**src/rtl/fetch_buffer.sv**
```systemverilog
// fetch_buffer: in-order instruction queue between fetch and decode.
// Stores completed fetch results with pre-decoded control-flow flags and
// hands them to decode over a valid/ack handshake. The fetch_credit output
// guarantees a free slot for every request fetch may still have in flight.
module fetch_buffer #(
    parameter int DEPTH        = 4,
    parameter int MAX_INFLIGHT = 2,
    parameter int ID_W         = 3
) (
    input  logic            clk,
    input  logic            rst,
    input  logic            flush,
    input  logic            fetch_valid,
    input  logic [31:0]     fetch_pc,
    input  logic [31:0]     fetch_instruction,
    input  logic [ID_W-1:0] fetch_id,
    input  logic            fetch_ok,
    input  logic [4:0]      fetch_error_code,
    output logic            fetch_credit,
    output logic            dec_valid,
    input  logic            dec_ack,
    output logic [31:0]     dec_pc,
    output logic [31:0]     dec_instruction,
    output logic [ID_W-1:0] dec_id,
    output logic            dec_ok,
    output logic [4:0]      dec_error_code,
    output logic            dec_is_branch,
    output logic            dec_is_jal,
    output logic            dec_is_jalr,
    output logic            dec_illegal_len,
    output logic            overflow
);
    localparam int AW = $clog2(DEPTH);
    localparam logic [AW:0] LP_DEPTH = (AW+1)'(DEPTH);
    localparam logic [AW:0] LP_INFL  = (AW+1)'(MAX_INFLIGHT);

    // Entry storage; flags are {illegal_len, jalr, jal, branch}
    logic [31:0]     r_pc    [DEPTH];
    logic [31:0]     r_instr [DEPTH];
    logic [ID_W-1:0] r_id    [DEPTH];
    logic            r_ok    [DEPTH];
    logic [4:0]      r_ec    [DEPTH];
    logic [3:0]      r_pd    [DEPTH];

    logic [AW-1:0] r_rd_ptr;
    logic [AW-1:0] r_wr_ptr;
    logic [AW:0]   r_count;
    logic          r_overflow;

    logic          w_full;
    logic          w_pop;
    logic          w_push;
    logic          w_drop;
    logic [AW:0]   w_free;
    logic [4:0]    w_opc;
    logic [3:0]    w_pd;

    assign w_full = (r_count == LP_DEPTH);
    assign w_free = LP_DEPTH - r_count;

    assign dec_valid = (r_count != '0);
    // A pop frees a slot at the same edge, so a full buffer still accepts a push
    assign w_pop  = dec_valid & dec_ack & ~flush;
    assign w_push = fetch_valid & ~flush & (~w_full | w_pop);
    assign w_drop = fetch_valid & ~flush & w_full & ~w_pop;

    // Credit uses the registered count only; a same-cycle pop is not counted
    assign fetch_credit = (w_free >= LP_INFL) & ~flush;

    // Pre-decode of the incoming word; a faulted fetch carries no flags
    assign w_opc = fetch_instruction[6:2];
    assign w_pd  = {4{fetch_ok}} & {
        (fetch_instruction[1:0] != 2'b11),
        (w_opc == 5'b11001),
        (w_opc == 5'b11011),
        (w_opc == 5'b11000)
    };

    // Write the pushed entry at the tail
    always_ff @(posedge clk) begin
        if (w_push) begin
            r_pc[r_wr_ptr]    <= fetch_pc;
            r_instr[r_wr_ptr] <= fetch_instruction;
            r_id[r_wr_ptr]    <= fetch_id;
            r_ok[r_wr_ptr]    <= fetch_ok;
            r_ec[r_wr_ptr]    <= fetch_error_code;
            r_pd[r_wr_ptr]    <= w_pd;
        end
    end

    // Pointer and occupancy tracking; flush empties the queue
    always_ff @(posedge clk) begin
        if (rst || flush) begin
            r_rd_ptr <= '0;
            r_wr_ptr <= '0;
            r_count  <= '0;
        end else begin
            if (w_push) r_wr_ptr <= r_wr_ptr + 1'b1;
            if (w_pop)  r_rd_ptr <= r_rd_ptr + 1'b1;
            r_count <= r_count + (AW+1)'(w_push) - (AW+1)'(w_pop);
        end
    end

    // Sticky record of a dropped push; only reset clears it
    always_ff @(posedge clk) begin
        if (rst)         r_overflow <= 1'b0;
        else if (w_drop) r_overflow <= 1'b1;
    end

    assign overflow        = r_overflow;
    assign dec_pc          = r_pc[r_rd_ptr];
    assign dec_instruction = r_instr[r_rd_ptr];
    assign dec_id          = r_id[r_rd_ptr];
    assign dec_ok          = r_ok[r_rd_ptr];
    assign dec_error_code  = r_ec[r_rd_ptr];
    assign dec_is_branch   = r_pd[r_rd_ptr][0];
    assign dec_is_jal      = r_pd[r_rd_ptr][1];
    assign dec_is_jalr     = r_pd[r_rd_ptr][2];
    assign dec_illegal_len = r_pd[r_rd_ptr][3];
endmodule

```
**config.mk**
```make
export PLATFORM = sky130hd
export DESIGN_NAME = fetch_buffer
export DESIGN_NICKNAME = d
export VERILOG_FILES = /design/src/rtl/fetch_buffer.sv
export SDC_FILE = /design/constraint.sdc
export NUM_CORES = 1
export LEC_CHECK = 0
export ABC_AREA = 1
export CAP_MARGIN = 20
export CORE_MARGIN = 2
export CORE_UTILIZATION = 35
export DETAILED_ROUTE_END_ITERATION = 8
export PLACE_DENSITY = 0.63
export SYNTH_ARGS = -nofsm -noshare
export SYNTH_HDL_FRONTEND = slang
export SYNTH_SLANG_ARGS = --single-unit
```
**constraint.sdc**
```tcl
create_clock -name clk -period 5 [get_ports clk]
set_clock_uncertainty 0.15 [all_clocks]
set_input_delay 0.5 -clock clk [delete_from_list [all_inputs] [get_ports clk]]
set_output_delay 0.5 -clock clk [all_outputs]
set_load 0.1 [all_outputs]
```
# Word-level counts from Yosys, hierarchy flattened
# Memories as Yosys holds them, arrays and structs flattened. A register that Yosys moved wholly into a read port is not among the register bits.
# Index checks and enable logic that the tools add are counted.
# totals
ramBits,308
out_inout_bits,80
mem_count,6
ff_bits,8
elab_cells,49
in_bits,78
# mem_list
name,words,width,rd,rd_clocked_by_memory_dff,wr,line,text
r_instr,4,32,1,1,1,39,logic [31:0] r_instr [DEPTH];
r_pc,4,32,1,1,1,38,logic [31:0] r_pc [DEPTH];
r_ec,4,5,1,1,1,42,logic [4:0] r_ec [DEPTH];
r_pd,4,4,1,1,1,43,logic [3:0] r_pd [DEPTH];
r_id,4,3,1,1,1,40,logic [ID_W-1:0] r_id [DEPTH];
r_ok,4,1,1,1,1,41,logic r_ok [DEPTH];
# op_classes
mux,14
add_sub_neg,5
bitwise,12
reduce_logical,2
n_lt_le_gt_ge,1
eq_ne,5
# ops
cell,count
two-way mux 2 bit,12
"== test 5 bit, second input constant",3
bitwise AND 1 bit,7
"adder 2 x 1 -> 2 bit, second input constant",2
bitwise AND 4 bit,1
adder 3 x 1 -> 3 bit,1
"== test 3 bit, second input constant",1
">= comparator 3 x 2 -> 1 bit, second input constant",1
NOT 1 bit,3
nonzero test 3 bit,1
subtractor 3 x 1 -> 3 bit,1
"subtractor 3 bit, first input constant",1
two-way mux 1 bit,2
"!= test 2 bit, second input constant",1
logical OR 1 bit,1
bitwise OR 1 bit,1

# Logic depth before layout (Yosys ltp)
# Gate-level depths: netlist of run 1.
# depth
ltp_word,7
ltp_mapped,14
mapped_depth_nobuf,14

# Least setup slack after synthesis of run 1
# Ideal clock, no wire load.
# synth_timing
kind,flip-flop to flip-flop
start,register r_count[1]
end,"memory r_ec[0][0], enable pin"
arrival_time_ns,4.456
n_path_buf,0
setup_ns,0.513
path_slack_ns,-0.119
synth_period_minus_slack_ns,5.119
t_required_ns,4.337
path_stages_with_launch,9
path_cell_list,dfxtp_1 > inv_1 > ha_1 > ha_1 > nor2_1 > nand2_1 > nand2_1 > nand2_1 > nor2_1
# synth_via
elab_chain_len,7
word_cells_on_any_way,9
classes_between,eq/ne (1); mux (2); bitwise (5); reduce/logical (1)
# synth_lines
element,line,text
"start, declared",47,logic [AW:0] r_count;
"start signal, assigned",100,r_count <= r_count + (AW+1)'(w_push) - (AW+1)'(w_pop);
nonzero test 3 bit,61,assign dec_valid = (r_count != '0);
bitwise AND 1 bit (2 in a row),63,assign w_pop = dec_valid & dec_ack & ~flush;
bitwise OR 1 bit (*),64,assign w_push = fetch_valid & ~flush & (~w_full | w_pop);
bitwise AND 1 bit (*),64,
two-way mux 1 bit (*),81,if (w_push) begin
two-way mux 1 bit (implied by the code) (*),86,r_ec[r_wr_ptr] <= fetch_error_code;
"end, declared",42,
# Every way passes the cells marked *; elsewhere a longest branch is shown, timed or not.

==> flow_summary.toml, run 1 <==
[floorplanning]
core_area_mm2 = 0.03370
die_x_um = 189.6
dieHeight_um = 189.6
fp-row-count = 67
io_pins = 158
initial_core_util_pct = 35.76
dieArea_mm2 = 0.03593

[clock_network]
htree_num_levels = 2
postCtsHoldBufs = 0
clk_latency_ns = 0.50
cts_resized = 0
clock_sink_count = 318
cts_buffers = 35
clk_pin_slew_ns = 0.05
clk_path_buf_depth = 3
cts_tree = "done"
cts_setup_buffers = 0
cts-root-buf = "clkbuf_16"

[final_layout]
utilization_pct = 44.40
diodes = 0
final_cell_area_mm2 = 0.01496
drive_above_1_share_pct = 14.14
final_nets = 1077
area_growth_pct = 24.16
fillers = 2990
fin_cells = 1459

[global_route]
grt_pass1_vias = 6993
grt_pass1_wl_mm = 40.10
grt.total_usage_pct = 14.47
antenna_found_initial = 3
overflow = 0
grt_max_degree = 155

[synth]
synth_top_area_share_pct = 76.74
ys_ff_latch = 318
synthTopCellsByCount = "edfxtp_1, nor2_1, o21ai_0"
syn-num-nets = 924
synth_ff_type = "edfxtp_1"
syn_inst = 835
ys_warn_count = 0
synth_edf_count = 308
ys_types = 28
avgSynthCellArea_um2 = 14.43
synthesis.area_mm2 = 0.01205
synthArstFlopShare_pct = 0
synth-seq-area-share_pct = 78.41
yosysMostFrequentCell = "edfxtp_1"
synth_top_area_cell = "edfxtp_1"
synth.area.top_cells = "edfxtp_1, o21ai_0, nor2_1, o22ai_1, dfxtp_1"

[power]
report.power.total_mw = 5.988
max-vdd-ir-drop_mv = 0.1664
powerDensity_mw_per_mm2 = 400.2
leakage_nw = 5.066

[routing]
num_vias = 7206
wl_mm = 26.40
initialDrtViolationCount = 567
ant_nets = 0
wl_per_cell_um = 18.10
drt_pass1_iterations = 5
drc_errors = 0
via_per_inst = 4.939

[setup_path]
cp_max_fo = 92
cp_common_cell = "buf_4"
cp_data_required_time_ns = 4.35
cp_slowest_cell = "buf_4"
path_cells = "buf_4 -> o21ai_0 -> o22ai_1 -> buf_4"
startpoint_type = "flop"
worstSetupPathType = "reg -> out"
worst_setup_path_end_kind = "output pin"
arrival_ns = 3.03
cpPeakStageDelay_ns = 0.80

[place]
io_buffers = 157
hpwlAfterDp_mm = 14.78
dp_worst_setup_slack_ns = 1.689
globalplace.congestion = 0.7307
place_area_mm2 = 0.01381
place_inst = 1398

[job]
cap_violations = 0

[timing]
tightest_slew_ns = 0.9670
fin_crit_ns = 3.678
fin_crit_sh_pct = 73.56
fmax_mhz = 271.9
finalMaxSlewViolations = 0
rsz0062_at_grt = "no"
layout_setup_ws_ns = 1.322
maxSlewHeadroom_pct = 35.33
setup_viol = 0
hold_viol_final = 0

[worst_hold_path]
hold_class = "reg -> reg"

[status]
status = "finished, final reports clean"
[sequential cells by signal (all words and copies together), names as in the netlist, named ones only]
name / flops
r_instr: 128
r_pc: 128
r_ec: 20
r_pd: 16
r_id: 12
r_ok: 4
r_count: 3
r_rd_ptr: 2
r_wr_ptr: 2
overflow: 1
[power breakdown]
part	switching, mW	internal [mW]
Clock	0.982	1.51
Combinational	0.386	0.126
Sequential	0.0113	2.97
[metal layers]
metal  wire length, µm  track usage (%)
met1             11860            20.34
met5                41                0
met2             11870            22.15
met4               550            3.787
met3              2084            4.132
[cells in the final DEF, fill, tap and decap left out, types with 2 or more instances in the layout]
cell / count
edfxtp_1: 308
nor2_1: 168
o21ai_0: 150
clkdlybuf4s50_1: 80
buf_4: 80
o22ai_1: 76
clkbuf_16: 37
inv_1: 24
nand2_1: 13
ha_1: 10
clkbuf_1: 8
dfxtp_1: 8
o21ai_1: 5
nand3_1: 4
nor2_4: 4
clkinv_1: 4
buf_12: 4
a21oi_1: 3
bufinv_16: 3
clkinv_4: 3
inv_6: 2
nor3_1: 2
clkinv_2: 2
[logic make-up after synthesis]
| group | count (synthesis) | synth area share, % |
|---|---|---|
| DFF | 318 | 78.41 |
| buffers and inverters | 75 | 3.488 |
| AOI/OAI and AO/OA | 238 | 10.79 |
| and+or+nand+nor | 193 | 6.115 |
| adders and majority gates | 11 | 1.204 |
[metrics by stage]
| stage | hold slack [ns] | setup TNS [ns] |
|---|---|---|
| global route | 0.3992 | 0 |
| finish | 0.3479 | 0 |
| detailed placement | 0.3291 | 0 |
| global placement | 0.3391 | 0 |
| CTS | 0.3500 | 0 |
| floorplan | 0.3307 | -36.53 |
[path summary, 6_finish.rpt]
path               from                  end  slack (ns)  depth (start not counted)
max                flop  dec_instruction[10]        1.32                          4
min reg2reg    overflow             overflow        0.35                          2
min            overflow             overflow        0.35                          2
max reg2reg  r_count[1]           r_pc[1][0]        1.90                          9
[critical path: cells and delay by family (launching register included)]
kind	cells	cell delay, ns
buf+inv	2	1.16
compound gates	2	0.56
flops	1	0.77
[cell type report]
class / count / area, µm² / area share (%)
Multi-Input combinational cell: 442 / 2212 / 14.78
Inverter: 26 / 102.6 / 0.6857
Tap cell: 448 / 560.5 / 3.746
Sequential cell: 318 / 9454 / 63.18
Clock inverter: 15 / 168.9 / 1.129
Clock buffer: 45 / 955.9 / 6.388
Timing Repair Buffer: 165 / 1509 / 10.08
(Power assumes the default switching activity.)
==> run 2, diff against run 1 <==
==> constraint.sdc (replaced) <==
create_clock -name clk -period 3.1 [get_ports clk]
set_clock_uncertainty 0.15 [all_clocks]
set_input_delay 0.31 -clock clk [delete_from_list [all_inputs] [get_ports clk]]
set_output_delay 0.31 -clock clk [all_outputs]
set_load 0.1 [all_outputs]
==> run 2 against run 1 <==
  * Total power increased by 60%
  * Critical path type unchanged
  * Critical endpoint is now dec_id[0]
  * Via count up 0.64%
  * Core utilization grew 3.0 points
  * Clock power grew 52%
  * Die area unchanged
  * Hold slack got worse by 0.13 ns
  * Critical path depth up 1
==> flow_summary.toml, run 2 (same netlist as run 1, synthesis figures left out) <==
[status]
status = "finished, final reports clean"

[timing]
fmax_mhz = 348.0
rsz0062_at_grt = "no"
setup_tns_ns = 0
hold_viol_final = 0
fin_crit_sh_pct = 92.70
layout_setup_ws_ns = 0.2263
setup_viol = 0
fin_crit_ns = 2.874
finalMaxSlewViolations = 0
tightest_slew_ns = 0.5797
maxSlewHeadroom_pct = 61.01

[routing]
wl_per_cell_um = 18.23
num_vias = 7252
drt_pass1_iterations = 5
drc_errors = 0
wl_mm = 26.77
ant_nets = 0
via_per_inst = 4.940
initialDrtViolationCount = 607

[final_layout]
biggestRegsByFlops = "r_instr (128), r_pc (128), r_ec (20)"
drive_above_1_share_pct = 14.72
final_cell_mix = "edfxtp_1, nor2_1, o21ai_0"
layout_commonest_cell = "edfxtp_1"
area_growth_pct = 32.47
utilization_pct = 47.38
final_nets = 1084

[place]
io_buffers = 157
dp_worst_setup_slack_ns = 0.4196
globalplace.congestion = 0.7321
hpwlAfterDp_mm = 15.57

[power]
max-vdd-ir-drop_mv = 0.3702
leakage_nw = 5.448
powerDensity_mw_per_mm2 = 600.8

[clock_network]
cts_buffers = 34
clk_pin_slew_ns = 0.06
cts_resized = 0
cts_tree = "done"
cts-root-buf = "clkbuf_16"
clk_latency_ns = 0.49
postCtsHoldBufs = 0
clock_sink_count = 318
htree_num_levels = 2
clk_path_buf_depth = 3
cts_setup_buffers = 0

[job]
cap_violations = 0

[setup_path]
cp_max_fo = 60
cp_slowest_cell = "dfxtp_4"
path_cells = "inv_6 -> buf_12 -> o21ai_0 -> o22ai_1 -> buf_12"
worst_setup_path_end_kind = "output pin"
cp_common_cell = "buf_12"
startpoint_type = "flop"
arrival_ns = 2.41
r2r_start = "r_count[1]"
worstSetupPathType = "reg -> out"
cpPeakStageDelay_ns = 0.45
cp_data_required_time_ns = 2.64

[global_route]
overflow = 0
grt_pass1_vias = 7423
grt_max_degree = 87
grt.total_usage_pct = 15.03
antenna_found_initial = 2
grt_pass1_wl_mm = 41.89

[floorplanning]
dieArea_mm2 = 0.03593
core_area_mm2 = 0.03370
initial_core_util_pct = 35.76
fp-row-count = 67
io_pins = 158
die_x_um = 189.6
dieHeight_um = 189.6

[worst_hold_path]
worst_hold_startpoint = "rst"
hold_class = "in -> reg"
run 2: changes by cell type in the layout (fill, tap and decap cells not counted), moves of 2 or more:
cell,previous run,this run
buf_4,80,8
clkinv_1,4,11
clkinv_4,3,0
clkinv_2,2,5
clkbuf_16,37,35
clkbuf_1,8,5
buf_12,4,88
clkdlybuf4s50_1,80,77
run 2: where the power goes:
part	switching [mW]	internal [mW]	leakage [nW]
clock	1.56	2.23	0.513
combinational	0.653	0.341	2.06
sequential	0.0175	4.79	2.87
total	2.23	7.36	5.45
run 2: critical path: cells and delay by family, from the launching register on:
kind	cells	cell delay, ns
buffers and inverters	3	0.87
AO/OA/AOI/OAI	2	0.53
flip-flops	1	0.45
run 2: final timing paths:
kind,slack [ns],end,cells past startpoint
worst min-delay path,0.21,overflow,2
worst min register to register,0.35,overflow,2
worst max register to register,0.39,r_count[2],14
worst max-delay path,0.23,dec_id[0],5
run 2: metrics by stage:
stage	hold WS (ns)	total power, mW	std cells	instance area [µm²]
detailed placement	0.3334	5.900	1407	14920
global placement	0.3342	5.891	1407	14920
CTS	0.1891	9.694	1467	15960
global route	0.2211	9.907	1468	15970
floorplan	0.2324	5.436	835	12060
finish	0.2148	9.592	1468	15970
run 2: final cells by class:
cell class | instances | area [µm²]
Clock inverter | 20 | 146.4
Clock buffer | 40 | 894.6
Antenna cell | 1 | 2.502
Sequential cell | 318 | 9454
Multi-Input combinational cell | 442 | 2212
Fill cell | 2916 | 17730
Inverter | 26 | 102.6
Timing Repair Buffer | 173 | 2592
Tap cell | 448 | 560.5
run 2: metal layers:
layer	global-route usage (%)	vias up	part of all wire [%]	wire, µm
met5	0	-	0.041	11
met1	21.04	3554	45	12080
met2	23.27	223	46	12260
li1	-	3432	-	-
met3	3.800	41	6.8	1825
met4	4.353	2	2.2	589
